### src/rtl/combat_resolver.sv
`default_nettype none
// ============================================================================
// Module   : combat_resolver
// Purpose  : Per-frame combat handshake with battle_front; owns unit/tower HP
//            and reports kills and game over.
// Revision : 1.0 - initial release
// ============================================================================
module combat_resolver #(
    parameter logic [7:0] UNIT_HP  = 8'd40,
    parameter logic [7:0] TOWER_HP = 8'd200,
    parameter logic [7:0] DAMAGE   = 8'd5
) (
    input  logic       clk,
    input  logic       rst,
    input  logic       frameTick,
    output logic       Start,
    input  logic       Done,
    output logic       Ack,
    input  logic [8:0] friendlyFront,
    input  logic [8:0] enemyFront,
    input  logic [4:0] unitDamageSelect,
    input  logic [4:0] enemyDamageSelect,
    input  logic       spawnUnit,
    input  logic       spawnEnemy,
    input  logic [3:0] spawnIdx,
    output logic       unitKilled,
    output logic       enemyKilled,
    output logic [4:0] unitKilledIdx,
    output logic [4:0] enemyKilledIdx,
    output logic [7:0] friendlyTowerHP,
    output logic [7:0] enemyTowerHP,
    input  logic       hpReadSide,
    input  logic [3:0] hpReadIdx,
    output logic [7:0] hpReadData,
    output logic       gameOver,
    output logic       playerWon,
    output logic       busy,
    output logic       frameOverrun
);

    typedef enum logic [4:0] {
        S_IDLE  = 5'b00001,
        S_REQ   = 5'b00010,
        S_WAIT  = 5'b00100,
        S_ACK   = 5'b01000,
        S_APPLY = 5'b10000
    } state_t;

    state_t     r_state;
    state_t     w_next;

    logic [8:0] r_friendly_front;
    logic [8:0] r_enemy_front;
    logic [4:0] r_unit_sel;
    logic [4:0] r_enemy_sel;

    logic [7:0] r_unit_hp  [16];
    logic [7:0] r_enemy_hp [16];
    logic [7:0] r_friendly_tower;
    logic [7:0] r_enemy_tower;

    logic       r_unit_killed;
    logic       r_enemy_killed;
    logic [4:0] r_unit_killed_idx;
    logic [4:0] r_enemy_killed_idx;
    logic       r_game_over;
    logic       r_player_won;
    logic       r_frame_overrun;

    logic       w_apply;
    logic       w_u_valid;
    logic       w_e_valid;
    logic [7:0] w_u_old;
    logic [7:0] w_e_old;
    logic [7:0] w_u_new;
    logic [7:0] w_e_new;
    logic       w_u_spawn_hit;
    logic       w_e_spawn_hit;
    logic       w_u_kill;
    logic       w_e_kill;
    logic [7:0] w_ft_next;
    logic [7:0] w_et_next;

    function automatic logic [7:0] sat_sub(input logic [7:0] hp);
        return (hp > DAMAGE) ? (hp - DAMAGE) : 8'd0;
    endfunction

    always_ff @(posedge clk) begin
        if (rst) begin
            r_state <= S_IDLE;
        end else begin
            r_state <= w_next;
        end
    end

    always_comb begin
        w_next = r_state;
        case (r_state)
            S_IDLE:  if (frameTick && !r_game_over) w_next = S_REQ;
            S_REQ:   w_next = S_WAIT;
            S_WAIT:  if (Done) w_next = S_ACK;
            S_ACK:   w_next = S_APPLY;
            S_APPLY: w_next = S_IDLE;
            default: w_next = S_IDLE;
        endcase
    end

    always_ff @(posedge clk) begin
        if (rst) begin
            r_friendly_front <= 9'd0;
            r_enemy_front    <= 9'd0;
            r_unit_sel       <= 5'd0;
            r_enemy_sel      <= 5'd0;
        end else if (r_state == S_WAIT && Done) begin
            r_friendly_front <= friendlyFront;
            r_enemy_front    <= enemyFront;
            r_unit_sel       <= unitDamageSelect;
            r_enemy_sel      <= enemyDamageSelect;
        end
    end

    // Bit 4 of a select means tower; only 16 itself is a valid tower address.
    always_comb begin
        w_apply       = (r_state == S_APPLY) && (r_friendly_front <= r_enemy_front);
        w_u_valid     = (r_unit_sel <= 5'd16);
        w_e_valid     = (r_enemy_sel <= 5'd16);
        w_u_old       = r_unit_sel[4]  ? r_friendly_tower : r_unit_hp[r_unit_sel[3:0]];
        w_e_old       = r_enemy_sel[4] ? r_enemy_tower    : r_enemy_hp[r_enemy_sel[3:0]];
        w_u_new       = sat_sub(w_u_old);
        w_e_new       = sat_sub(w_e_old);
        w_u_spawn_hit = spawnUnit  && !r_unit_sel[4]  && (spawnIdx == r_unit_sel[3:0]);
        w_e_spawn_hit = spawnEnemy && !r_enemy_sel[4] && (spawnIdx == r_enemy_sel[3:0]);
        w_u_kill      = w_apply && w_u_valid && (w_u_old != 8'd0) && (w_u_new == 8'd0) && !w_u_spawn_hit;
        w_e_kill      = w_apply && w_e_valid && (w_e_old != 8'd0) && (w_e_new == 8'd0) && !w_e_spawn_hit;
        w_ft_next     = (w_apply && r_unit_sel  == 5'd16) ? w_u_new : r_friendly_tower;
        w_et_next     = (w_apply && r_enemy_sel == 5'd16) ? w_e_new : r_enemy_tower;
    end

    // Spawn writes come last so they override damage to the same slot.
    always_ff @(posedge clk) begin
        if (rst) begin
            for (int i = 0; i < 16; i++) begin
                r_unit_hp[i]  <= 8'd0;
                r_enemy_hp[i] <= 8'd0;
            end
            r_friendly_tower <= TOWER_HP;
            r_enemy_tower    <= TOWER_HP;
        end else begin
            if (w_apply && !r_unit_sel[4])  r_unit_hp[r_unit_sel[3:0]]   <= w_u_new;
            if (w_apply && !r_enemy_sel[4]) r_enemy_hp[r_enemy_sel[3:0]] <= w_e_new;
            if (spawnUnit)  r_unit_hp[spawnIdx]  <= UNIT_HP;
            if (spawnEnemy) r_enemy_hp[spawnIdx] <= UNIT_HP;
            r_friendly_tower <= w_ft_next;
            r_enemy_tower    <= w_et_next;
        end
    end

    always_ff @(posedge clk) begin
        if (rst) begin
            r_unit_killed      <= 1'b0;
            r_enemy_killed     <= 1'b0;
            r_unit_killed_idx  <= 5'd0;
            r_enemy_killed_idx <= 5'd0;
            r_game_over        <= 1'b0;
            r_player_won       <= 1'b0;
            r_frame_overrun    <= 1'b0;
        end else begin
            r_unit_killed   <= w_u_kill;
            r_enemy_killed  <= w_e_kill;
            r_frame_overrun <= frameTick && (r_state != S_IDLE);
            if (w_u_kill) r_unit_killed_idx  <= r_unit_sel;
            if (w_e_kill) r_enemy_killed_idx <= r_enemy_sel;
            if (!r_game_over && (w_ft_next == 8'd0 || w_et_next == 8'd0)) begin
                r_game_over  <= 1'b1;
                r_player_won <= (w_et_next == 8'd0) && (w_ft_next != 8'd0);
            end
        end
    end

    assign Start           = (r_state == S_REQ);
    assign Ack             = (r_state == S_ACK);
    assign busy            = (r_state != S_IDLE);
    assign unitKilled      = r_unit_killed;
    assign enemyKilled     = r_enemy_killed;
    assign unitKilledIdx   = r_unit_killed_idx;
    assign enemyKilledIdx  = r_enemy_killed_idx;
    assign friendlyTowerHP = r_friendly_tower;
    assign enemyTowerHP    = r_enemy_tower;
    assign gameOver        = r_game_over;
    assign playerWon       = r_player_won;
    assign frameOverrun    = r_frame_overrun;
    assign hpReadData      = hpReadSide ? r_enemy_hp[hpReadIdx] : r_unit_hp[hpReadIdx];

endmodule
`default_nettype wire

### config.mk
export PLATFORM = sky130hd
export DESIGN_NAME = combat_resolver
export DESIGN_NICKNAME = d
export VERILOG_FILES = /design/src/rtl/combat_resolver.sv
export SDC_FILE = /design/constraint.sdc
export NUM_CORES = 1
export LEC_CHECK = 0
export ABC_AREA = 1
export CORE_UTILIZATION = 50
export DETAILED_ROUTE_END_ITERATION = 8
export DONT_BUFFER_PORTS = 1
export PLACE_DENSITY = 0.65
export RECOVER_POWER = 25
export SYNTH_ARGS = -nofsm -noshare
export SYNTH_HDL_FRONTEND = slang
export SYNTH_SLANG_ARGS = --single-unit
### constraint.sdc
create_clock -name clk -period 2.9 [get_ports clk]
set_input_delay 0.29 -clock clk [delete_from_list [all_inputs] [get_ports clk]]
set_output_delay 0.29 -clock clk [all_outputs]
set_load 0.05 [all_outputs]
# ---- Word-level counts from Yosys, hierarchy flattened
# Memory sizes are Yosys's and may differ from the RTL's. A register that Yosys moved wholly into a read port is not among the register bits.
# Cells that the tools add are included.
dict set report op_classes {
  add_sub_neg 2
  reduce_logical 40
  n_eq_ne 12
  n_lt_le_gt_ge 5
  muxes 40
}
# cell count
set ops {}
lappend ops {{8-bit 2-to-1 mux} 11}
lappend ops {{8-bit zero test} 4}
lappend ops {{4-bit 2-to-1 mux} 8}
lappend ops {{8-bit OR reduction} 4}
lappend ops {{8-bit nonzero test} 3}
lappend ops {{1-bit logical AND} 22}
lappend ops {{5-bit one-hot mux with 4 select lines} 1}
lappend ops {{1-bit 2-to-1 mux} 18}
lappend ops {{8-bit by 3-bit > comparator with 1-bit output, second input constant} 2}
lappend ops {{8-bit by 3-bit subtractor with 8-bit output, second input constant} 2}
lappend ops {{5-bit equality test, second input constant} 3}
lappend ops {{5-bit less-or-equal comparator, second input constant} 2}
lappend ops {{5-bit 2-to-1 mux} 2}
lappend ops {{9-bit less-or-equal comparator} 1}
lappend ops {{4-bit equality test} 2}
lappend ops {{5-bit by 1-bit equality test with 1-bit output, second input constant} 1}
lappend ops {{5-bit by 2-bit equality test with 1-bit output, second input constant} 1}
lappend ops {{5-bit by 3-bit equality test with 1-bit output, second input constant} 1}
lappend ops {{5-bit by 4-bit equality test with 1-bit output, second input constant} 1}
lappend ops {{1-bit zero test} 5}
lappend ops {{5-bit by 1-bit inequality test with 1-bit output, second input constant} 1}
lappend ops {{2-bit inequality test, second input constant} 2}
lappend ops {{2-bit AND reduction} 1}
lappend ops {{1-bit logical OR} 1}
dict set report word_totals {
  ff_bits 64
  ramBits 256
  input_bits 43
  wordCells 115
  memories 2
}
# memory depth width read_ports rd_ports_with_merged_regs write_ports line_no
set memory_table {}
lappend memory_table {r_enemy_hp 16 8 2 1 16 58} ;# logic [7:0] r_enemy_hp [16];
lappend memory_table {r_unit_hp 16 8 2 1 16 57} ;# logic [7:0] r_unit_hp [16];

# ---- Depth between registers and ports, before layout
dict set report logic_depth {
  word_depth 8
  mapped_depth 24
  ltp_nobuf 23
}

# ---- Worst setup path before layout
# OpenSTA, ideal clock, no wires.
dict set report synth_path {
  path_type {input to output}
  from {in hpReadIdx[0]}
  to {out hpReadData[3]}
  slack_ns 0.360
  n_path_buf 3
  arrival_time_ns 2.250
  cell_stages 7
  cell_sequence {clkbuf_1 -> clkbuf_1 -> clkbuf_1 -> nor2_1 -> o221ai_1 -> nand3_1 -> a32oi_1}
}
dict set report synth_via {
  elab_chain_len 2
  word_cells_on_any_way 3
}
# element line_no
set synth_lines {}
lappend synth_lines {{from (decl)} 33} ;# input logic [3:0] hpReadIdx,
lappend synth_lines {{memory read 16 x 8 bit (on tied branches)} -}
lappend synth_lines {{8-bit 2-to-1 mux (*)} 192} ;# assign hpReadData = hpReadSide ? r_enemy_hp[hpReadIdx] : r_unit_hp[hpReadIdx];
lappend synth_lines {{to (decl)} 34} ;# output logic [7:0] hpReadData,
# Mark *: on every way between the ends. The rest lies on a longest branch, timed or not.

==> key figures <==
Outcome
  • Run status: finished, violations left
  • Failing checks: negative setup slack

Place
  • GPL Wtd Cong: ~0.97
  • Inst Count DP: ~3.3k
  • Placed Area: around 19000 um^2
  • Setup WS pre-CTS: -0.0303 ns
  • Dpl hpwl: approximately 49000 um
  • Port-buffer cells: 0

Power
  • Internal power: 7950 uW
  • Pwr Density: 489 nW/um^2
  • Combinational share of power: 0.104
  • P_sw: 2820 uW
  • Cell leakage power: just under 0.009 uW
  • Worst VDD drop: 0.523 mV
  • Clock share of power: 0.471
  • Register share of total power: 0.425
  • Sw Share: 0.262

Timing
  • Fmax: ~0.34 GHz
  • Setup TNS: -0.160 ns
  • Skew final: slightly below 0.02 ns
  • Period Utilization, post-route: 1.02
  • Max Slew Vio Count: 0
  • Final setup vio count: 5
  • Slew HR: 0.242
  • Fin crit period: ~2.9 ns
  • RSZ-0062 raised after global routing: true
  • Final WS setup: -0.0486 ns
  • Final Hold Vio Count: 0
  • Slew @ Worst Pin: 1.13 ns

Job
  • Max Cap Viol: 0

Global routing
  • Total track usage: 0.379
  • Gr ovfl total: 0
  • Initial antenna violation count: 0
  • Number of global-route vias before repair: around 19k
  • First-pass GRT wire length: 106000 um
  • Largest net degree at the start of global routing: 130

Worst setup path
  • Worst Path Arrival: approximately 3.4 ns
  • Critical path's largest stage delay: approximately 0.44 ns
  • CP bufs+invs: 5
  • Critical-path cell list: clkinv_8 -> buf_12 -> buf_6 -> nand2_1 -> nand3_1 -> nand3_1 -> nand2_2 -> nand2_2 -> nand3_2 -> nand2_2 -> nand2_1 -> nor2_4 -> nand3_4 -> nand2_4 -> inv_4 -> nor3_2 -> nand3b_1 -> clkbuf_16 -> nor2_1 -> nor2_1
  • CP endpoint kind: flop
  • Setup Crit Path Kind: reg2reg
  • Crit path top cell by count: nand2_2
  • Critical Path RT: 3.35 ns
  • Slowest CP cell: dfxtp_4
  • Family with the most delay on the worst path: simple AND/OR/NAND/NOR gates
  • Largest fanout on the critical path: 12
  • Critical Path Start Type: flop

Clock network
  • CTS Root Cell: clkbuf_16
  • TritonCTS clock tree: done
  • H-tree depth: 2
  • Clk sink count: around 330
  • Number of buffers created by CTS: 38
  • Reg clk slew, reported paths: about 0.06 ns
  • Clk_lat worst skew: about 0.57 ns
  • Clock buffer depth: 3

Floorplan
  • I/O pins: 85
  • Full die area: 36400 um^2
  • Vert. Die Dim: roughly 190 um
  • Chip width: between 150 and 200 um
  • Core area: 34800 um^2
  • Initial core utilization: 0.512
  • # rows: about 70

Layout
  • Share of cells above drive strength 1: 0.151
  • Design area: ~22000 um^2
  • ANT cells: 0
  • NumNets Final: 3000
  • Final cell count without fillers: roughly 3.4k
  • Area growth from synthesis to layout: 23.4%
  • Fin util: 0.632

Synthesis
  • Mean Syn Cell Area: ~6.3 um^2
  • EDFF count, synth: 0
  • Area contributors post-synth: dfxtp_1 37%, nand2_1 20%, nand3_1 8.1%
  • Net Count, Synth: approximately 2.9k
  • Leading area contributor after synthesis: dfxtp_1
  • Synthesized area: between 15000 and 20000 um^2
  • Synth Instances: approximately 2.8k
  • Seq/Total Area, Yosys: 0.368
  • Synth cell types: between 40 and 50
  • Yosys warnings: 0
  • Top_reg_cell synth: dfxtp_1
  • Top-area cell type share of the netlist area: 0.368
  • Synth cell count leaders: 930 x nand2_1, 328 x dfxtp_1, 318 x nor2_1
  • Synth Register Bits: about 330
  • FFs w/ async S/R, synth: 0
  • Top-count cell post-synth: nand2_1

Route
  • Routed vias: roughly 21k
  • DRC errors left: 0
  • TritonRoute pass-1 iters: 6
  • Post-route ant nets: 0
  • Avg Vias per Cell: roughly 6
  • Final WL: around 73000 um
  • Mean routed wirelength per cell: about 21 um
  • DRT iter0 DRCs: slightly above 3k

Hold path
  • Worst hold path type: in2reg
## registers in the layout (all words and copies together), names as in the netlist, named ones only
signal	count
enemyKilled	1
enemyKilledIdx	5
enemyTowerHP	8
frameOverrun	1
friendlyTowerHP	8
gameOver	1
playerWon	1
r_enemy_front	9
r_enemy_hp	128
r_enemy_sel	5
r_friendly_front	9
r_state	5
r_unit_hp	128
r_unit_sel	5
unitKilled	1
unitKilledIdx	5
## worst paths after layout
path / start / endpoint / slack [ns] / cells after the start
worst max register to register: flop / unitKilledIdx[1] / -0.05 / 20
worst max-delay path: flop / unitKilledIdx[1] / -0.05 / 20
worst min-delay path: rst / r_unit_hp[2][4] / 0.005 / 3
worst min register to register: r_enemy_front[3] / r_enemy_front[3] / 0.46 / 2
## layout make-up
cell class                      count  area, um^2
Multi-Input combinational cell   2174       10600
Inverter                          165         666
Clock buffer                       58        1170
Fill cell                        3232       12800
Sequential cell                   328        6580
Tap cell                          455         569
Timing Repair Buffer              235        2330
Clock inverter                      9         126
## power groups by stage
| stage | clock network, uW | registers, uW | logic (uW) |
|---|---|---|---|
| finish | 5070 | 4570 | 1120 |
| global route | 5280 | 4570 | 1180 |
| CTS | 5090 | 4570 | 1020 |
| detailed placement | 0 | 4670 | 980 |
| global placement | 0 | 4670 | 969 |
| floorplan | 0 | 4660 | 634 |
## layer usage
metal / track usage / part of all wire
met5: 0 / 0
met4: 0.130 / 0.037
met3: 0.103 / 0.13
met2: 0.575 / 0.43
met1: 0.514 / 0.40
## tightest hold or removal path, stage by stage
cell     delay [ns]
nor2_2         0.09
nand2_1        0.07
a21oi_1        0.05
## placed cells by master (no fill, tap or decap), types with 41 or more instances in the layout
master,Yosys,final
nand2_1,930,869
inv_1,150,142
nand3_2,1,41
a21oi_1,252,252
clkbuf_16,0,52
nor2_1,318,300
o221ai_1,48,48
nand2_2,7,50
o21ai_0,186,185
nand3_1,287,246
buf_4,14,149
dfxtp_1,328,323
## kinds of logic after synthesis
kind of cell / share of synthesized area
xor+xnor: 0.000982
simple gates: 0.366
compound gates: 0.180
flops: 0.368
buf+inv: 0.0748
fa+ha+maj: 0.0105
## through the flow
step / hold slack, ns / total power, uW
2_1_floorplan: 0.424 / 5290
3_3_place_gp: 0.366 / 5640
3_5_place_dp: 0.370 / 5650
4_1_cts: 0.0105 / 10700
5_1_grt: 0.00405 / 11000
6_report: 0.00511 / 10800
## repair_timing
item                                    4_1_cts  5_1_grt
gates resized for setup                       4      190
setup buffers                                 1       23
endpoints found under the setup margin       24      254
gates cloned                                  0       11
pin swaps                                     0       38
endpoints found under the hold margin        45       27
hold buffers                                 25        1
(Power assumes the default switching activity.)
